## src/rtl/poly_tone_gen.sv

```systemverilog
// poly_tone_gen: polyphonic buzzer driver. Up to NUM_VOICES pressed keys get
// their own half-period counters; the speaker plays the lowest key or rotates.
// Ports: clk, rst (async high), stop (pause), mode (0 mono / 1 rotate),
//   note[6:0] keys, pitch[2:0] one-hot octave, speaker (square wave),
//   sel (buzzer enable, tied 1), markLED (registered note), voice_count.
module poly_tone_gen #(
  parameter int NUM_VOICES   = 3,
  parameter int CNT_W        = 32,
  parameter int SLICE_CYCLES = 100000,
  parameter int SIM_SHIFT    = 0
) (
  input  logic       clk,
  input  logic       rst,
  input  logic       stop,
  input  logic       mode,
  input  logic [6:0] note,
  input  logic [2:0] pitch,
  output logic       speaker,
  output logic       sel,
  output logic [6:0] markLED,
  output logic [2:0] voice_count
);

  localparam int NV = NUM_VOICES;
  localparam logic [2:0] NV3 = 3'(NUM_VOICES);
  localparam logic [CNT_W-1:0] SLICE_LAST = CNT_W'(SLICE_CYCLES - 1);

  logic [6:0]       note_q;
  logic [2:0]       pitch_q;
  logic [2:0]       pitch_prev;
  logic [CNT_W-1:0] cnt [NV];
  logic [NV-1:0]    phase;
  logic [2:0]       key_idx [NV];
  logic [2:0]       idx_prev [NV];
  logic [NV-1:0]    act;
  logic [NV-1:0]    act_prev;
  logic [NV-1:0]    retrig;
  logic [CNT_W-1:0] half [NV];
  logic [CNT_W-1:0] slice_cnt;
  logic [2:0]       sel_idx;
  logic             oct_ok;
  logic [3:0]       n_set;
  logic [31:0]      base_v;
  logic [31:0]      oct_v;

  function automatic logic [31:0] base_of(input logic [2:0] k);
    case (k)
      3'd0:    return 32'd191112;
      3'd1:    return 32'd170068;
      3'd2:    return 32'd151515;
      3'd3:    return 32'd142857;
      3'd4:    return 32'd127551;
      3'd5:    return 32'd113636;
      default: return 32'd101215;
    endcase
  endfunction

  assign sel     = 1'b1;
  assign markLED = note_q;

  // Voice v takes the (v+1)-th set key counting up from bit 0.
  always_comb begin
    oct_ok = (pitch_q == 3'b001) || (pitch_q == 3'b010) ||
             (pitch_q == 3'b100);
    n_set = '0;
    act   = '0;
    for (int v = 0; v < NV; v++) key_idx[v] = '0;
    for (int b = 0; b < 7; b++) begin
      if (note_q[b]) begin
        for (int v = 0; v < NV; v++) begin
          if (n_set == 4'(v)) begin
            key_idx[v] = 3'(b);
            act[v]     = oct_ok;
          end
        end
        n_set = n_set + 4'd1;
      end
    end
    if (!oct_ok)
      voice_count = 3'd0;
    else if (n_set > {1'b0, NV3})
      voice_count = NV3;
    else
      voice_count = n_set[2:0];
  end

  always_comb begin
    base_v = '0;
    oct_v  = '0;
    for (int v = 0; v < NV; v++) begin
      base_v = base_of(key_idx[v]);
      if (pitch_q[0])
        oct_v = base_v << 1;
      else if (pitch_q[2])
        oct_v = base_v >> 1;
      else
        oct_v = base_v;
      half[v] = CNT_W'(oct_v >> SIM_SHIFT);
    end
  end

  // A voice restarts when its key, its active flag or the octave moves.
  always_comb begin
    for (int v = 0; v < NV; v++)
      retrig[v] = (key_idx[v] != idx_prev[v]) ||
                  (act[v] != act_prev[v]) ||
                  (pitch_q != pitch_prev);
  end

  always_ff @(posedge clk or posedge rst) begin
    if (rst) begin
      note_q     <= '0;
      pitch_q    <= '0;
      pitch_prev <= '0;
      act_prev   <= '0;
      phase      <= '0;
      slice_cnt  <= '0;
      sel_idx    <= '0;
      speaker    <= 1'b0;
      for (int v = 0; v < NV; v++) begin
        cnt[v]      <= '0;
        idx_prev[v] <= '0;
      end
    end else begin
      note_q  <= note;
      pitch_q <= pitch;
      // History only advances while running, so a change seen
      // during stop still retriggers once stop drops.
      if (!stop) begin
        pitch_prev <= pitch_q;
        act_prev   <= act;
        for (int v = 0; v < NV; v++) begin
          idx_prev[v] <= key_idx[v];
          if (retrig[v] || !act[v]) begin
            cnt[v]   <= '0;
            phase[v] <= 1'b0;
          end else if (cnt[v] == half[v] - 1'b1) begin
            cnt[v]   <= '0;
            phase[v] <= ~phase[v];
          end else begin
            cnt[v] <= cnt[v] + 1'b1;
          end
        end
        if (!mode) begin
          slice_cnt <= '0;
          speaker   <= (voice_count != 3'd0) & phase[0];
        end else if (sel_idx >= voice_count) begin
          slice_cnt <= '0;
          sel_idx   <= '0;
          speaker   <= 1'b0;
        end else begin
          speaker <= phase[sel_idx];
          if (slice_cnt == SLICE_LAST) begin
            slice_cnt <= '0;
            if (sel_idx + 3'd1 == voice_count)
              sel_idx <= '0;
            else
              sel_idx <= sel_idx + 3'd1;
          end else begin
            slice_cnt <= slice_cnt + 1'b1;
          end
        end
      end
    end
  end

endmodule

```

## config.mk

```make
export PLATFORM = sky130hd
export DESIGN_NAME = poly_tone_gen
export DESIGN_NICKNAME = d
export VERILOG_FILES = /design/src/rtl/poly_tone_gen.sv
export SDC_FILE = /design/constraint.sdc
export NUM_CORES = 1
export LEC_CHECK = 0
export CAP_MARGIN = 10
export CORE_ASPECT_RATIO = 0.5
export CORE_UTILIZATION = 50
export CTS_BUF_LIST = sky130_fd_sc_hd__clkbuf_8
export CTS_CLUSTER_SIZE = 25
export DETAILED_ROUTE_END_ITERATION = 8
export PLACE_DENSITY = 0.8
export SETUP_SLACK_MARGIN = 0.1
export SLEW_MARGIN = 20
export SYNTH_ARGS = -nofsm -noshare
export SYNTH_HDL_FRONTEND = slang
export SYNTH_SLANG_ARGS = --single-unit
```

## constraint.sdc

```tcl
create_clock -name clk -period 7.1 [get_ports clk]
set_clock_uncertainty 0.1 [all_clocks]
set_input_delay 2.13 -clock clk [delete_from_list [all_inputs] [get_ports clk]]
set_output_delay 2.13 -clock clk [all_outputs]
set_load 0.05 [all_outputs]
```

==> impl_metrics.json, run 1 <==
{
  "run_status": "complete, no violations",
  "initialDrtViolationCount": 1489,
  "count_of_distinct_cell_types_in_the_synthesized_netlist": 105,
  "maxSlewViolCount": 0,
  "worst_path_most_repeated_cell": "sky130_fd_sc_hd__o21ai_4",
  "clkTransAtPathRegs_ps": 90,
  "vias_per_std_cell": 6.19,
  "design_area_um2": 14400,
  "period_minus_slack_ps": 6780,
  "tightest_slew_ps": 1060,
  "element_type_at_the_critical_path_start": "flop",
  "setup-violations-final": 0,
  "sw_share": 0.377,
  "area_delta_synth_final_pct": 12.3,
  "cts_hold_repair.buffers": 0,
  "critical_path_arrival_ps": 7110,
  "nets_final": 1684,
  "grt_antenna_before_repair": 0,
  "kind_of_end_point_of_the_critical_path": "flop",
  "drc": 0,
  "synth_commonest_cells": "sky130_fd_sc_hd__nor2_1 (211), sky130_fd_sc_hd__nand2_1 (165), sky130_fd_sc_hd__dfrtp_1 (160)",
  "wire_length_of_the_first_global_routing_pass_mm": 56.6,
  "cts_tree": "done",
  "synth_edf_count": 0,
  "period_share": 0.955,
  "detail_route.wirelength_mm": 34.7,
  "syn_area_um2": 12800,
  "leakage_nw": 5.94,
  "yosys.area.top_type_share": 0.312,
  "post-synth-top-area-cell": "sky130_fd_sc_hd__dfrtp_1",
  "hp-start": "act_prev[0]$_DFFE_PP0N_",
  "rows": 40,
  "relSlewSlack": 0.285,
  "finalHoldWorstSlack_ps": 395,
  "portion_of_the_post_synthesis_area_used_by_sequential_elements": 0.312,
  "synth-seq-cells": 160,
  "clock.fmax_mhz": 148,
  "share_of_cells_above_drive_strength_1": 0.115,
  "setup_repair_after_global_routing_missed_its_margin": "yes",
  "share_comb_of_total_power": 0.395,
  "synth_most_common_cell": "sky130_fd_sc_hd__nor2_1",
  "max-vdd-ir-drop_uv": 124,
  "crit_fanout": 5,
  "seq_power_share": 0.312,
  "synthTopCellsByArea": "sky130_fd_sc_hd__dfrtp_1 (31%), sky130_fd_sc_hd__nor2_1 (6.2%), sky130_fd_sc_hd__xor2_1 (5.8%)",
  "clock_latency_ps": 500,
  "placed_cell_area_um2": 13700,
  "die-area_um2": 26300,
  "initial_utilization": 0.521,
  "detailedRoute.firstPassIterationCount": 6,
  "h-tree-depth": 4,
  "total_congestion_overflow": 0,
  "power_switching_mw": 1.17,
  "dpl.hpwl_mm": 24.1,
  "synth_warnings": 0,
  "cell_internal_pwr_mw": 1.94,
  "grt_usage": 0.266,
  "port_buffers": 23,
  "pwr_density_cell_nw_per_um2": 217,
  "boundaryPins": 26,
  "num_antenna_cells": 0,
  "syn_inst": 1603,
  "hold_path.class": "flop to flop",
  "power.clock.fraction": 0.293,
  "clock_tree.buffer_depth": 2,
  "cts.sinks": 160,
  "ys_dominant_reg_cell": "sky130_fd_sc_hd__dfrtp_1",
  "async_flop_share": 1.00,
  "report.final.hold_viol_count": 0,
  "timing.critical_path.slowest_cell_delay_ps": 610,
  "drv.max_cap_violation_count": 0,
  "timing.critical_path.from": "markLED[0]$_DFF_PP0_",
  "drt-wirelength-per-cell_um": 17.5,
  "critPathRequiredTime_ps": 7430,
  "crit-reg2reg-launch": "markLED[0]$_DFF_PP0_",
  "critical_path_class": "flop to flop",
  "core-area_um2": 24600,
  "clock-root-buffer": "sky130_fd_sc_hd__clkbuf_8",
  "first_global_vias": 11100,
  "overall_die_height_um": 115,
  "floorplan.die.width_um": 228,
  "drt.antenna.violating_nets": 0,
  "cts-buffers-inserted": 17,
  "cp_slowest_cell": "sky130_fd_sc_hd__fa_2",
  "dr_total_vias": 12300,
  "grt_start_max_net_pins": 80,
  "gp_congestion": 0.988,
  "synth_area_per_cell_um2": 7.99
}
## layout make-up
type,instances,area [um2]
Clock inverter,13,270
Sequential cell,160,4010
Tap cell,336,420
Inverter,44,178
Fill cell,2131,10200
Clock buffer,19,262
Timing Repair Buffer,97,783
Multi-Input combinational cell,1313,8470
## cell families after synthesis
| group | after synthesis | share of synthesized area |
|---|---|---|
| mux | 15 | 0.0124 |
| other cells | 2 | 0.000586 |
| xor+xnor | 161 | 0.116 |
| buf+inv | 131 | 0.0426 |
| simple gates | 715 | 0.273 |
| flops | 160 | 0.312 |
| compound gates | 382 | 0.207 |
| fa+ha+maj | 37 | 0.0367 |
## worst paths after layout
kind / to / slack [ps] / cells after the start
min in group asynchronous: slice_cnt[2]$_DFFE_PP0N_ / 2050 / 2
max reg2reg: phase[1]$_DFFE_PP0P_ / 320 / 32
max in group asynchronous: cnt[25]$_DFFE_PP0N_ / 3760 / 3
min reg2reg: act_prev[0]$_DFFE_PP0N_ / 400 / 2
min: act_prev[0]$_DFFE_PP0N_ / 400 / 2
max: phase[1]$_DFFE_PP0P_ / 320 / 32
## metrics by stage
| stage | worst slack [ps] | setup TNS (ps) | total power, mW | utilization | instances |
|---|---|---|---|---|---|
| 6_report | 321 | 0 | 3.12 | 0.586 | 1982 |
| 3_3_place_gp | -5.90 | -46.7 | 2.13 | 0.556 | 1936 |
| 5_1_grt | 76.4 | 0 | 3.28 | 0.586 | 1982 |
| 4_1_cts | 122 | 0 | 3.06 | 0.579 | 1972 |
| 3_5_place_dp | -117 | -1910 | 2.15 | 0.556 | 1936 |
| 2_1_floorplan | 42.7 | 0 | 1.86 | - | 1604 |
## metal layers
layer	GRT usage	part of all wire
met5	0	0
met4	0.0895	0.026
met3	0.0565	0.080
met2	0.424	0.44
met1	0.362	0.46
## critical path: cells and delay by family (launching register included)
kind | cells | cell delay (ps)
AND/OR/NAND/NOR | 14 | 2220
buffers and inverters | 1 | 60
adder cells (fa/ha/maj) | 6 | 1790
AO/OA/AOI/OAI | 10 | 2040
flip-flops | 1 | 370
XOR/XNOR | 1 | 140
## placed cells by master (no fill, tap or decap), types with 20 or more instances in the layout
cell and count:
sky130_fd_sc_hd__a21oi_1 60, sky130_fd_sc_hd__nand2_1 161, sky130_fd_sc_hd__inv_1 38, sky130_fd_sc_hd__xor2_1 85
sky130_fd_sc_hd__clkdlybuf4s50_1 20, sky130_fd_sc_hd__nor3_1 46, sky130_fd_sc_hd__nor4_1 26, sky130_fd_sc_hd__nand4_1 37
sky130_fd_sc_hd__and3_1 26, sky130_fd_sc_hd__nor2_1 210, sky130_fd_sc_hd__nand3_1 89, sky130_fd_sc_hd__buf_4 74
sky130_fd_sc_hd__ha_1 32, sky130_fd_sc_hd__dfrtp_1 155, sky130_fd_sc_hd__o21ai_0 110, sky130_fd_sc_hd__xnor2_1 69
## registers in the layout, summed over array words and instances, names as in the netlist
signal and flops:
sel_idx 3, pitch_prev 3, cnt 96, pitch_q 3, act_prev 3, markLED 7, slice_cnt 32, speaker 1
idx_prev 9, phase 3
## power groups by stage
stage / combinational, mW / sequential, mW / clock, mW
floorplan: 0.873 / 0.987 / 0
global placement: 1.15 / 0.988 / 0
detailed placement: 1.16 / 0.989 / 0
CTS: 1.17 / 0.971 / 0.923
global route: 1.34 / 0.977 / 0.962
finish: 1.23 / 0.972 / 0.915
## what timing repair did
action                     in CTS  in global routing
setup endpoints to repair      28                 66
buffers inserted                4                 10
gates resized for setup         0                 19
pin swaps                       7                 17
Note: power is estimated with default switching activity, not from simulation.
==> inputs of run 2 (changes only) <==
PLACE_DENSITY = 0.66   (was 0.8)
clock period = 7 ns   (was 7.1 ns; I/O delays follow)
==> impl_metrics.json, run 2 (synthesis gave the netlist of run 1 again) <==
{
  "r2r.worst_path.cells": 32,
  "detail_route.wirelength_mm": 36.1,
  "port_buffers": 23,
  "tightest_slew_ps": 1020,
  "crit_fanout": 7,
  "grt_antenna_before_repair": 1,
  "regMostFlops": "cnt",
  "crit-reg2reg-launch": "markLED[1]$_DFF_PP0_",
  "vias_per_std_cell": 6.16,
  "run_status": "complete, no violations",
  "timing.critical_path.from": "markLED[1]$_DFF_PP0_",
  "cts_hold_repair.buffers": 0,
  "cp.buffers_inverters": 1,
  "h-tree-depth": 4,
  "dr_total_vias": 12200,
  "floorplan.die.width_um": 228,
  "total_congestion_overflow": 0,
  "die-area_um2": 26300,
  "largest_reg_flops": 96,
  "share_of_cells_above_drive_strength_1": 0.114,
  "first_global_vias": 11500,
  "crit_path_depth": 32,
  "cts_tree": "done",
  "drt-wirelength-per-cell_um": 18.3,
  "critPathRequiredTime_ps": 7330,
  "design_area_um2": 14300,
  "grt_usage": 0.284,
  "period_share": 0.995,
  "drv.max_cap_violation_count": 0,
  "initialDrtViolationCount": 1287,
  "nets_final": 1679,
  "filler_cell_count": 2308,
  "timing.critical_path.slowest_cell_delay_ps": 540,
  "cts.sinks": 160,
  "endpoint": "phase[1]$_DFFE_PP0P_",
  "cts-buffers-inserted": 17,
  "clock_tree.buffer_depth": 2,
  "setup_repair_after_global_routing_missed_its_margin": "yes",
  "leakage_nw": 5.88,
  "pwr_density_cell_nw_per_um2": 207,
  "element_type_at_the_critical_path_start": "flop",
  "largestRegisters": "cnt x96, slice_cnt x32, idx_prev x9",
  "num_antenna_cells": 0,
  "max-vdd-ir-drop_uv": 112,
  "detailedRoute.firstPassIterationCount": 7,
  "initial_utilization": 0.521,
  "critical_path_arrival_ps": 7290,
  "drc": 0,
  "rows": 40,
  "rr_endpoint": "phase[1]$_DFFE_PP0P_",
  "layout.cells.most_common_list": "sky130_fd_sc_hd__nor2_1 (209), sky130_fd_sc_hd__nand2_1 (161), sky130_fd_sc_hd__dfrtp_1 (156), sky130_fd_sc_hd__o21ai_0 (109), sky130_fd_sc_hd__nand3_1 (89)",
  "dpl.hpwl_mm": 26.1,
  "maxSlewViolCount": 0,
  "kind_of_end_point_of_the_critical_path": "flop",
  "cp_slowest_cell": "sky130_fd_sc_hd__or4b_1",
  "critical_path_class": "flop to flop",
  "most_common_cell_after_layout_fill_and_taps_aside": "sky130_fd_sc_hd__nor2_1",
  "hp-start": "act_prev[2]$_DFFE_PP0N_",
  "clock_latency_ps": 500,
  "clock-root-buffer": "sky130_fd_sc_hd__clkbuf_8",
  "minimum_setup_slack_among_reg_to_reg_paths_ps": 30,
  "clock.fmax_mhz": 144,
  "drt.antenna.violating_nets": 0,
  "clkTransAtPathRegs_ps": 100,
  "report.final.hold_viol_count": 0,
  "setup-violations-final": 0,
  "relSlewSlack": 0.320,
  "boundaryPins": 26,
  "layout.core_utilization": 0.582,
  "wire_length_of_the_first_global_routing_pass_mm": 60.0,
  "grt_start_max_net_pins": 68,
  "placed_cell_area_um2": 13700,
  "core-area_um2": 24600,
  "period_minus_slack_ps": 6970,
  "hold_path.class": "flop to flop",
  "overall_die_height_um": 115,
  "gp_congestion": 0.969,
  "critical-path-top-delay-family": "simple AND/OR/NAND/NOR gates",
  "area_delta_synth_final_pct": 11.6
}
[run 2: where the power goes]
part / switching, mW / internal (mW)
clock: 0.402 / 0.302
combinational: 0.768 / 0.501
sequential: 0.0328 / 0.954
total: 1.20 / 1.76
[run 2: metal layers]
metal	GRT usage	wire length (um)	up-vias
met5	0	0	-
met4	0.0899	776	0
met1	0.396	17000	5869
met3	0.0419	1980	61
met2	0.460	16300	400
li1	-	-	5842
[run 2: repair_timing]
| action | CTS | global route |
|---|---|---|
| buffers inserted | 5 | 5 |
| setup endpoints to repair | 66 | 65 |
| resized for setup | 7 | 21 |
| pin swaps | 8 | 15 |
[run 2: how the worst min path moves through the flow]
| stage | cells past startpoint | to |
|---|---|---|
| 2_1_floorplan | 1 | slice_cnt[31]$_DFFE_PP0N_ |
| 3_3_place_gp | 2 | act_prev[2]$_DFFE_PP0N_ |
| 3_5_place_dp | 2 | act_prev[1]$_DFFE_PP0N_ |
| 4_1_cts | 2 | act_prev[2]$_DFFE_PP0N_ |
| 5_1_grt | 2 | act_prev[2]$_DFFE_PP0N_ |
| 6_report | 2 | act_prev[2]$_DFFE_PP0N_ |
[run 2: layout make-up]
| cell class | count | area, um2 | area share |
|---|---|---|---|
| Clock inverter | 14 | 155 | 0.0109 |
| Clock buffer | 18 | 248 | 0.0173 |
| Tap cell | 336 | 420 | 0.0294 |
| Multi-Input combinational cell | 1313 | 8510 | 0.595 |
| Sequential cell | 160 | 4010 | 0.280 |
| Timing Repair Buffer | 92 | 779 | 0.0545 |
| Inverter | 44 | 178 | 0.0124 |
[run 2: worst min-delay path, cell delays in order, from the launching register on]
cell,delay (ps)
sky130_fd_sc_hd__dfrtp_1,360
sky130_fd_sc_hd__nand2_1,50
sky130_fd_sc_hd__o21ai_0,60
[run 2: per-stage QoR]
| step | setup TNS, ps | setup slack (ps) | std cells | total power [mW] | hold WS, ps |
|---|---|---|---|---|---|
| 5_1_grt | -573 | -151 | 1977 | 3.14 | 422 |
| 3_5_place_dp | -4520 | -190 | 1935 | 2.21 | 378 |
| 6_report | 0 | 33.3 | 1977 | 2.96 | 398 |
| 3_3_place_gp | 0 | 38.9 | 1935 | 2.18 | 365 |
| 4_1_cts | 0 | 112 | 1972 | 2.93 | 400 |
| 2_1_floorplan | -1190 | -57.3 | 1604 | 1.89 | 345 |
==> inputs of run 3 (changes only) <==
CTS_BUF_LIST = sky130_fd_sc_hd__clkbuf_4 sky130_fd_sc_hd__clkbuf_8   (was sky130_fd_sc_hd__clkbuf_8)
==> results of run 3 <==
Final layout, timing and power as in run 2 (identical DEF).
